[config.mk]
export PLATFORM = sky130hd
export DESIGN_NAME = pc_redirect
export DESIGN_NICKNAME = d
export VERILOG_FILES = /design/src/rtl/pc_redirect.sv
export SDC_FILE = /design/constraint.sdc
export NUM_CORES = 1
export LEC_CHECK = 0
export CAP_MARGIN = 40
export CORE_MARGIN = 10
export CORE_UTILIZATION = 49
export CTS_CLUSTER_DIAMETER = 30
export DETAILED_ROUTE_END_ITERATION = 6
export PLACE_DENSITY = 0.85
export SLEW_MARGIN = 20
export SYNTH_ARGS = -nofsm -noshare
export SYNTH_HDL_FRONTEND = slang
export SYNTH_SLANG_ARGS = --single-unit
[constraint.sdc]
create_clock -name iw_clk -period 6.5 [get_ports iw_clk]
set_input_delay 0.65 -clock iw_clk [delete_from_list [all_inputs] [get_ports iw_clk]]
set_output_delay 0.65 -clock iw_clk [all_outputs]
set_load 0.01 [all_outputs]
[src/rtl/pc_redirect.sv]
// pc_redirect: fetch-side PC sequencer.
// Produces the fetch address and applies EX-stage taken-branch redirects.
// Each redirect holds a multi-cycle flush of the younger stages.
// A redirect whose target equals its own EX pc parks the core in HALT until resume.
//
// state   | meaning
// --------+-------------------------------------------------------------
// S_BOOT  | first cycle out of reset, fetch not yet live
// S_RUN   | sequential fetch, stall holds pc, taken branch redirects
// S_FLUSH | younger stages being flushed, fcnt counts down to exit
// S_HALT  | parked on a self-targeted branch, waits for resume
module pc_redirect #(
  parameter int unsigned       ADDR_W       = 48,
  parameter logic [ADDR_W-1:0] RESET_PC     = '0,
  parameter int unsigned       FLUSH_CYCLES = 2
) (
  input  logic              iw_clk,
  input  logic              iw_rst,
  input  logic              iw_stall,
  input  logic              iw_branch_taken,
  input  logic [ADDR_W-1:0] iw_branch_pc,
  input  logic [ADDR_W-1:0] iw_ex_pc,
  input  logic              iw_resume,
  output logic [ADDR_W-1:0] ow_pc,
  output logic              ow_fetch_valid,
  output logic              ow_flush,
  output logic              ow_halted,
  output logic [15:0]       ow_redirect_cnt
);

  typedef enum logic [1:0] {S_BOOT, S_RUN, S_FLUSH, S_HALT} state_e;

  // Loaded on a redirect so that the counter reaches zero on the last flush cycle.
  localparam logic [2:0] FCNT_LOAD = 3'(FLUSH_CYCLES - 1);

  state_e            state_q, state_d;
  logic [ADDR_W-1:0] pc_q, pc_d;
  logic              fv_q, fv_d;
  logic              flush_q, flush_d;
  logic              halted_q, halted_d;
  logic [15:0]       cnt_q, cnt_d;
  logic [2:0]        fcnt_q, fcnt_d;
  logic              halt_pend_q, halt_pend_d;
  logic              self_target;

  assign self_target = (iw_branch_pc == iw_ex_pc);

  // State and datapath registers; reset takes effect immediately.
  always_ff @(posedge iw_clk or posedge iw_rst) begin
    if (iw_rst) begin
      state_q     <= S_BOOT;
      pc_q        <= RESET_PC;
      fv_q        <= 1'b0;
      flush_q     <= 1'b0;
      halted_q    <= 1'b0;
      cnt_q       <= 16'd0;
      fcnt_q      <= 3'd0;
      halt_pend_q <= 1'b0;
    end else begin
      state_q     <= state_d;
      pc_q        <= pc_d;
      fv_q        <= fv_d;
      flush_q     <= flush_d;
      halted_q    <= halted_d;
      cnt_q       <= cnt_d;
      fcnt_q      <= fcnt_d;
      halt_pend_q <= halt_pend_d;
    end
  end

  // Next state, next pc, flush countdown and redirect count.
  always_comb begin
    state_d     = state_q;
    pc_d        = pc_q;
    cnt_d       = cnt_q;
    fcnt_d      = fcnt_q;
    halt_pend_d = halt_pend_q;
    case (state_q)
      S_BOOT: state_d = S_RUN;
      S_RUN: begin
        if (iw_branch_taken) begin
          state_d     = S_FLUSH;
          pc_d        = iw_branch_pc;
          fcnt_d      = FCNT_LOAD;
          halt_pend_d = self_target;
          if (!self_target && (cnt_q != 16'hFFFF)) cnt_d = cnt_q + 16'd1;
        end else if (!iw_stall) begin
          pc_d = pc_q + ADDR_W'(1);
        end
      end
      S_FLUSH: begin
        if (fcnt_q == 3'd0) begin
          state_d     = halt_pend_q ? S_HALT : S_RUN;
          halt_pend_d = 1'b0;
        end else begin
          fcnt_d = fcnt_q - 3'd1;
        end
      end
      S_HALT: begin
        if (iw_resume) begin
          state_d = S_RUN;
          pc_d    = pc_q + ADDR_W'(1);
        end
      end
      default: state_d = S_BOOT;
    endcase
  end

  // Registered status outputs follow directly from the state being entered.
  always_comb begin
    fv_d     = (state_d == S_RUN);
    flush_d  = (state_d == S_FLUSH);
    halted_d = (state_d == S_HALT);
  end

  assign ow_pc           = pc_q;
  assign ow_fetch_valid  = fv_q;
  assign ow_flush        = flush_q;
  assign ow_halted       = halted_q;
  assign ow_redirect_cnt = cnt_q;

endmodule

==> results of run 1 <==
critical path, cell delays in order:
cell             delay, ps
clkdlybuf4s50_1        470
xnor2_1                280
nand4_1                190
nor4_1                 330
nand3_1                550
nand2_1                290
mux2_2                 360
metrics by stage:
step           cells  setup slack [ps]  power, W  hold WS [ps]
2_1_floorplan    559              3997  0.001505         478.3
3_3_place_gp     833              3396  0.002087         490.5
3_5_place_dp     834              3257  0.002149         487.7
4_1_cts          850              3627  0.002544         506.9
5_1_grt          850              3478  0.002710         526.4
6_report         850              3631  0.002564         503.3
cells by family after synthesis:
kind of cell	share of synthesized area, %
buffers and inverters	3.007
AND/OR/NAND/NOR	24.85
XOR/XNOR	10.89
flip-flops	38.51
adder cells (fa/ha/maj)	1.055
AO/OA/AOI/OAI	20.97
multiplexers	0.7122
power by group:
group	switching (W)	internal [W]	leakage, nW	total, W
Clock	0.000183	0.000214	0.106	0.000397
Combinational	0.000662	0.000621	1.53	0.00128
Sequential	0.000252	0.000631	0.873	0.000883
Yosys cell counts, drive strengths merged, types with 4 or more instances:
library cell,n
or3,7
inv,11
a21oi,61
nand3,34
clkbuf,27
xnor2,59
a31oi,4
nor4,5
and2,6
nor2,44
and3,15
o22ai,14
dfrtp,73
a211oi,4
ha,4
a2bb2oi,11
and4,11
o21ai,31
o211ai,6
nand2,49
a311oi,7
o32ai,4
nor3,15
nand4,25
final timing paths:
kind	slack (ps)	start	cells past startpoint	end
hold reg to reg	500	ow_redirect_cnt[7]$_DFFE_PP0P_	1	ow_redirect_cnt[7]$_DFFE_PP0P_
max in group asynchronous	5260	iw_rst	4	ow_pc[3]$_DFFE_PP0P_
setup reg to reg	3950	ow_pc[0]$_DFFE_PP0P_	7	ow_pc[40]$_DFFE_PP0P_
setup / recovery	3630	iw_branch_pc[5]	7	ow_redirect_cnt[1]$_DFFE_PP0P_
min in group asynchronous	680	iw_rst	3	ow_redirect_cnt[12]$_DFFE_PP0P_
hold / removal	500	ow_redirect_cnt[7]$_DFFE_PP0P_	1	ow_redirect_cnt[7]$_DFFE_PP0P_
state kept, by name, indices dropped and copies added (netlist names):
name,cells
ow_fetch_valid,1
ow_flush,1
halt_pend_q,1
ow_redirect_cnt,16
ow_halted,1
ow_pc,48
fcnt_q,3
state_q,2
layout make-up:
cell class              count  share of cell area (%)
multi-input cells         448                   41.16
flip-flops and latches     73                   27.03
repair buffers            173                   25.70
well taps                 129                   2.388
clock buffers              10                   1.889
clock inverters             6                   1.222
inverters                  11                  0.6110
layer usage:
layer / share of wire (%) / vias up / wire length (um) / GRT usage, %
li1: - / 2402 / - / -
met1: 39 / 2552 / 7134 / 29.42
met2: 47 / 345 / 8520 / 40.37
met3: 11 / 46 / 2016 / 7.520
met4: 2.9 / 0 / 524 / 8.550
met5: 0 / - / 0 / 0
==> results by group, run 1 <==
GRT
  – First-pass GRT wire length: 27990 um
  – Largest net degree at the start of global routing: 83
  – Gr usage total: 24.41%
  – Initial antenna violation count: 0
  – Number of global-route vias before repair: 5151
  – Grt ovf: 0

Logic synthesis
  – Ys flop type: dfrtp_1
  – Post-synth top area share: 38.51%
  – Leading area contributor after synthesis: dfrtp_1
  – Seq/Total Area, Yosys: 38.51%
  – Mapped Area: 4743 um^2
  – FFs w/ async S/R, synth: 100.0%
  – Ys Warns: 0
  – Syn_nets: 664
  – Synth unique cells: 51
  – Register bit count reported by yosys: 73
  – Syn avg cell area: 8.485 um^2
  – Post-Syn Instances: 559
  – Count of flip-flops with a built-in enable after synthesis: 0
  – Top cells by area, synth: dfrtp_1 (39%), xnor2_1 (11%), a21oi_1 (6.4%)

CTS
  – Root buffer cell: clkbuf_8
  – Hold_buf cts: 0
  – Clock-pin slew on the worst setup and hold paths: 80 ps
  – Clock tree buffer depth: 2
  – Post-CTS Resized: 0
  – Clk sinks: 73
  – Num CTS Buffers: 9
  – CTS tree: yes
  – Skew-Pair Late Insertion Delay: 360 ps
  – Post-CTS Setup Inserts: 0
  – Htree depth: 3

Drt
  – DRT Pass-1 Iters: 6
  – DRC: 0
  – Vias: 5345
  – Total Wirelength: 18200 um
  – Via density: 6.288
  – DR iter-0 viols: 433
  – Post-route ant nets: 0
  – Routed len/inst: 21.41 um

STA
  – RSZ-0062 raised after global routing: no
  – Slew at the pin closest to its max-slew limit: 791.9 ps
  – Period utilization: 44.14%
  – Setup TNS: 0 ps
  – Final setup vio count: 0
  – Clk_skew: 9.747 ps
  – Slew Limit Fails: 0
  – Slew margin rel.: 46.65%
  – Min cycle time layout: 2869 ps
  – Final Hold Vio Count: 0
  – Max Freq: 0.3485 GHz

Power and ir drop
  – Worst vdd ir: 0.0002174 V
  – Power Dens Cells: 379.4 nW/um^2
  – P_leak: 2.504 nW

Cells and area
  – Commonest non-fill, non-tap cell in the layout: clkdlybuf4s50_1
  – Layout area overhead: 42.47%
  – Final Util: 72.45%
  – Layout fillers: 720
  – Final Cell Area: 6758 um^2
  – Multi-input logic area: 2781 um^2
  – Ratio of cells with drive above 1 in the final layout: 5.409%
  – Sequential cell area: 1827 um^2
  – Final #Nets: 821
  – Ant. Diodes: 0
  – Most frequent cells in the layout: clkdlybuf4s50_1 (167), dfrtp_1 (73), a21oi_1 (61), xnor2_1 (59), nand2_1 (48)

Place
  – Global placement routability congestion: 0.9318
  – I/O Buffers: 167
  – Post-detail-place hpwl: 13700 um
  – Area after DPL: 6548 um^2

Critical path
  – Critical path class: in2reg
  – Largest fanout on the critical path: 18
  – Critical path arrival: 3120 ps
  – Startpoint Class: input port
  – Worst path required time: 6750 ps
  – Critical path capture point type: flop

Run
  – Max Cap Viol: 0

Run status
  – Status: finished clean

Floorplanning
  – Die Ht: 118.4 um
  – Die width: 118.4 um
  – CORE AREA: 9328 um^2
  – IO Count: 168
  – Effective utilization at floorplan: 50.85%
  – Rows: 35
  – Die Area: 14020 um^2

Min path
  – Worst hold path class: reg2reg
Power figures use the tool's default switching activity.
==> inputs of run 2 (changes only) <==
CORE_UTILIZATION = 46   (was 49)
PLACE_DENSITY = 0.81   (was 0.85)
clock period = 2.85 ns   (was 6.5 ns; I/O delays follow)
==> run 2 against run 1 <==
Power increased by 130%. Sequential share of layout area down 0.41 points. Sequential power rose by 130%. Non-clock buffer count is 11 higher. First-iteration DRC count is 20% higher. Final area grew 1.5%. Via count shrank 0.79%. Die area increased by 5.4%. Register-to-register slack lost 3500 ps. Worst hold slack lost 150 ps.
==> results by group, run 2 (synthesized netlist as in run 1, its figures left out) <==
Run status
  – Status: finished clean

Floorplanning
  – Die Area: 14770 um^2
  – IO Count: 168
  – CORE AREA: 10180 um^2
  – Effective utilization at floorplan: 46.57%
  – Die width: 121.5 um
  – Rows: 37
  – Die Ht: 121.5 um

GRT
  – First-pass GRT wire length: 28250 um
  – Grt ovf: 0
  – Gr usage total: 23.84%
  – Initial antenna violation count: 0
  – Number of global-route vias before repair: 5173
  – Largest net degree at the start of global routing: 44

CTS
  – Post-CTS Resized: 0
  – Num CTS Buffers: 9
  – Clock-pin slew on the worst setup and hold paths: 80 ps
  – Htree depth: 3
  – Hold_buf cts: 0
  – Skew-Pair Late Insertion Delay: 360 ps
  – Clk sinks: 73
  – Root buffer cell: clkbuf_8
  – Clock tree buffer depth: 2
  – Post-CTS Setup Inserts: 0
  – CTS tree: yes

Place
  – Post-detail-place hpwl: 13640 um
  – I/O Buffers: 167
  – Global placement routability congestion: 0.9105

Drt
  – Total Wirelength: 18050 um
  – DRT Pass-1 Iters: 7
  – Vias: 5303
  – Wl on met1: 7177 um
  – Met3 WL: 1940 um
  – DRC: 0
  – Post-route ant nets: 0
  – Met2 WL: 8508 um
  – Uppermost routed layer: met4
  – Routed len/inst: 20.80 um
  – DR iter-0 viols: 519
  – Via density: 6.109

STA
  – Slew at the pin closest to its max-slew limit: 684.0 ps
  – Hold WS: 349.5 ps
  – RSZ-0062 raised after global routing: no
  – Setup TNS: 0 ps
  – Period utilization: 83.45%
  – Slew margin rel.: 53.92%
  – Slew Limit Fails: 0
  – Final Hold Vio Count: 0
  – Min cycle time layout: 2378 ps
  – Final setup vio count: 0
  – Max Freq: 0.4204 GHz
  – Clk_skew: 9.038 ps

Cells and area
  – Final Util: 67.37%
  – Final #Nets: 832
  – Ant. Diodes: 0
  – Most frequent cells in the layout: clkdlybuf4s50_1 (167), dfrtp_1 (73), a21oi_1 (61), xnor2_1 (59), nand2_1 (48)
  – Commonest non-fill, non-tap cell in the layout: clkdlybuf4s50_1
  – Ratio of cells with drive above 1 in the final layout: 6.831%
  – Layout area overhead: 44.66%
  – Max reg flops: 48

Critical path
  – Worst path required time: 3140 ps
  – Critical path class: reg2reg
  – Critical path arrival: 2670 ps
  – Largest fanout on the critical path: 10
  – Startpoint Class: flop
  – Critical path capture point type: flop
  – R2R Setup Slk: 470 ps

Power and ir drop
  – Power Dens Cells: 863.8 nW/um^2
  – Worst vdd ir: 0.0004587 V
  – P_leak: 2.554 nW
  – Total power: 0.005927 W

Run
  – Max Cap Viol: 0

Min path
  – Worst hold path class: in2async
==> run 2: cell count changes in the layout (fill, tap and decap cells not counted), sizes merged <==
cell	delta
clkinvlp	+1
clkbuf	+2
buf	+11
clkinv	-3
==> run 2: cell type report <==
class                   count  area [um^2]
multi-input cells         448         2781
inverters                  11        41.29
well taps                 136        170.2
flip-flops and latches     73         1827
repair buffers            184         1812
clock buffers              12        155.1
clock inverters             4        75.07
fillers                   831         3323
==> run 2: worst max-delay path: stages (launching register included) <==
cell     delay [ps]
dfrtp_1         450
ha_1            250
and4_1          280
and3_1          310
nand2_1         190
buf_4           220
or4_1           510
nand3_1          90
==> run 2: where the power goes <==
group / internal, W / total [W] / leakage [nW] / switching (W)
clock: 0.000541 / 0.000952 / 0.109 / 0.000411
combinational: 0.00146 / 0.00297 / 1.57 / 0.00151
sequential: 0.00144 / 0.00201 / 0.873 / 0.000569
total: 0.00344 / 0.00593 / 2.55 / 0.00249
==> run 2: per-stage QoR <==
stage          std cells  setup slack [ps]  instance area [um^2]
2_1_floorplan        559             711.7                  4743
3_3_place_gp         852             166.6                  6631
3_5_place_dp         852             231.4                  6631
4_1_cts              868             505.2                  6862
5_1_grt              868             330.2                  6862
6_report             868             471.6                  6862
==> run 2: routing by layer <==
layer,vias to the layer above,track usage [%]
met1,2556,29.18
li1,2422,-
met2,294,39.04
met3,31,7.493
met4,0,7.973
met5,-,0
==> run 2: final timing paths <==
check / startpoint / to / depth (start not counted)
worst min-delay path: iw_rst / fcnt_q[2]$_DFFE_PP0P_ / 2
max in group asynchronous: iw_rst / ow_pc[4]$_DFFE_PP0P_ / 3
worst min register to register: ow_redirect_cnt[7]$_DFFE_PP0P_ / ow_redirect_cnt[7]$_DFFE_PP0P_ / 1
worst max register to register: ow_pc[0]$_DFFE_PP0P_ / ow_pc[20]$_DFFE_PP0P_ / 7
worst max-delay path: ow_pc[0]$_DFFE_PP0P_ / ow_pc[20]$_DFFE_PP0P_ / 7
min in group iw_clk: ow_redirect_cnt[7]$_DFFE_PP0P_ / ow_redirect_cnt[7]$_DFFE_PP0P_ / 1
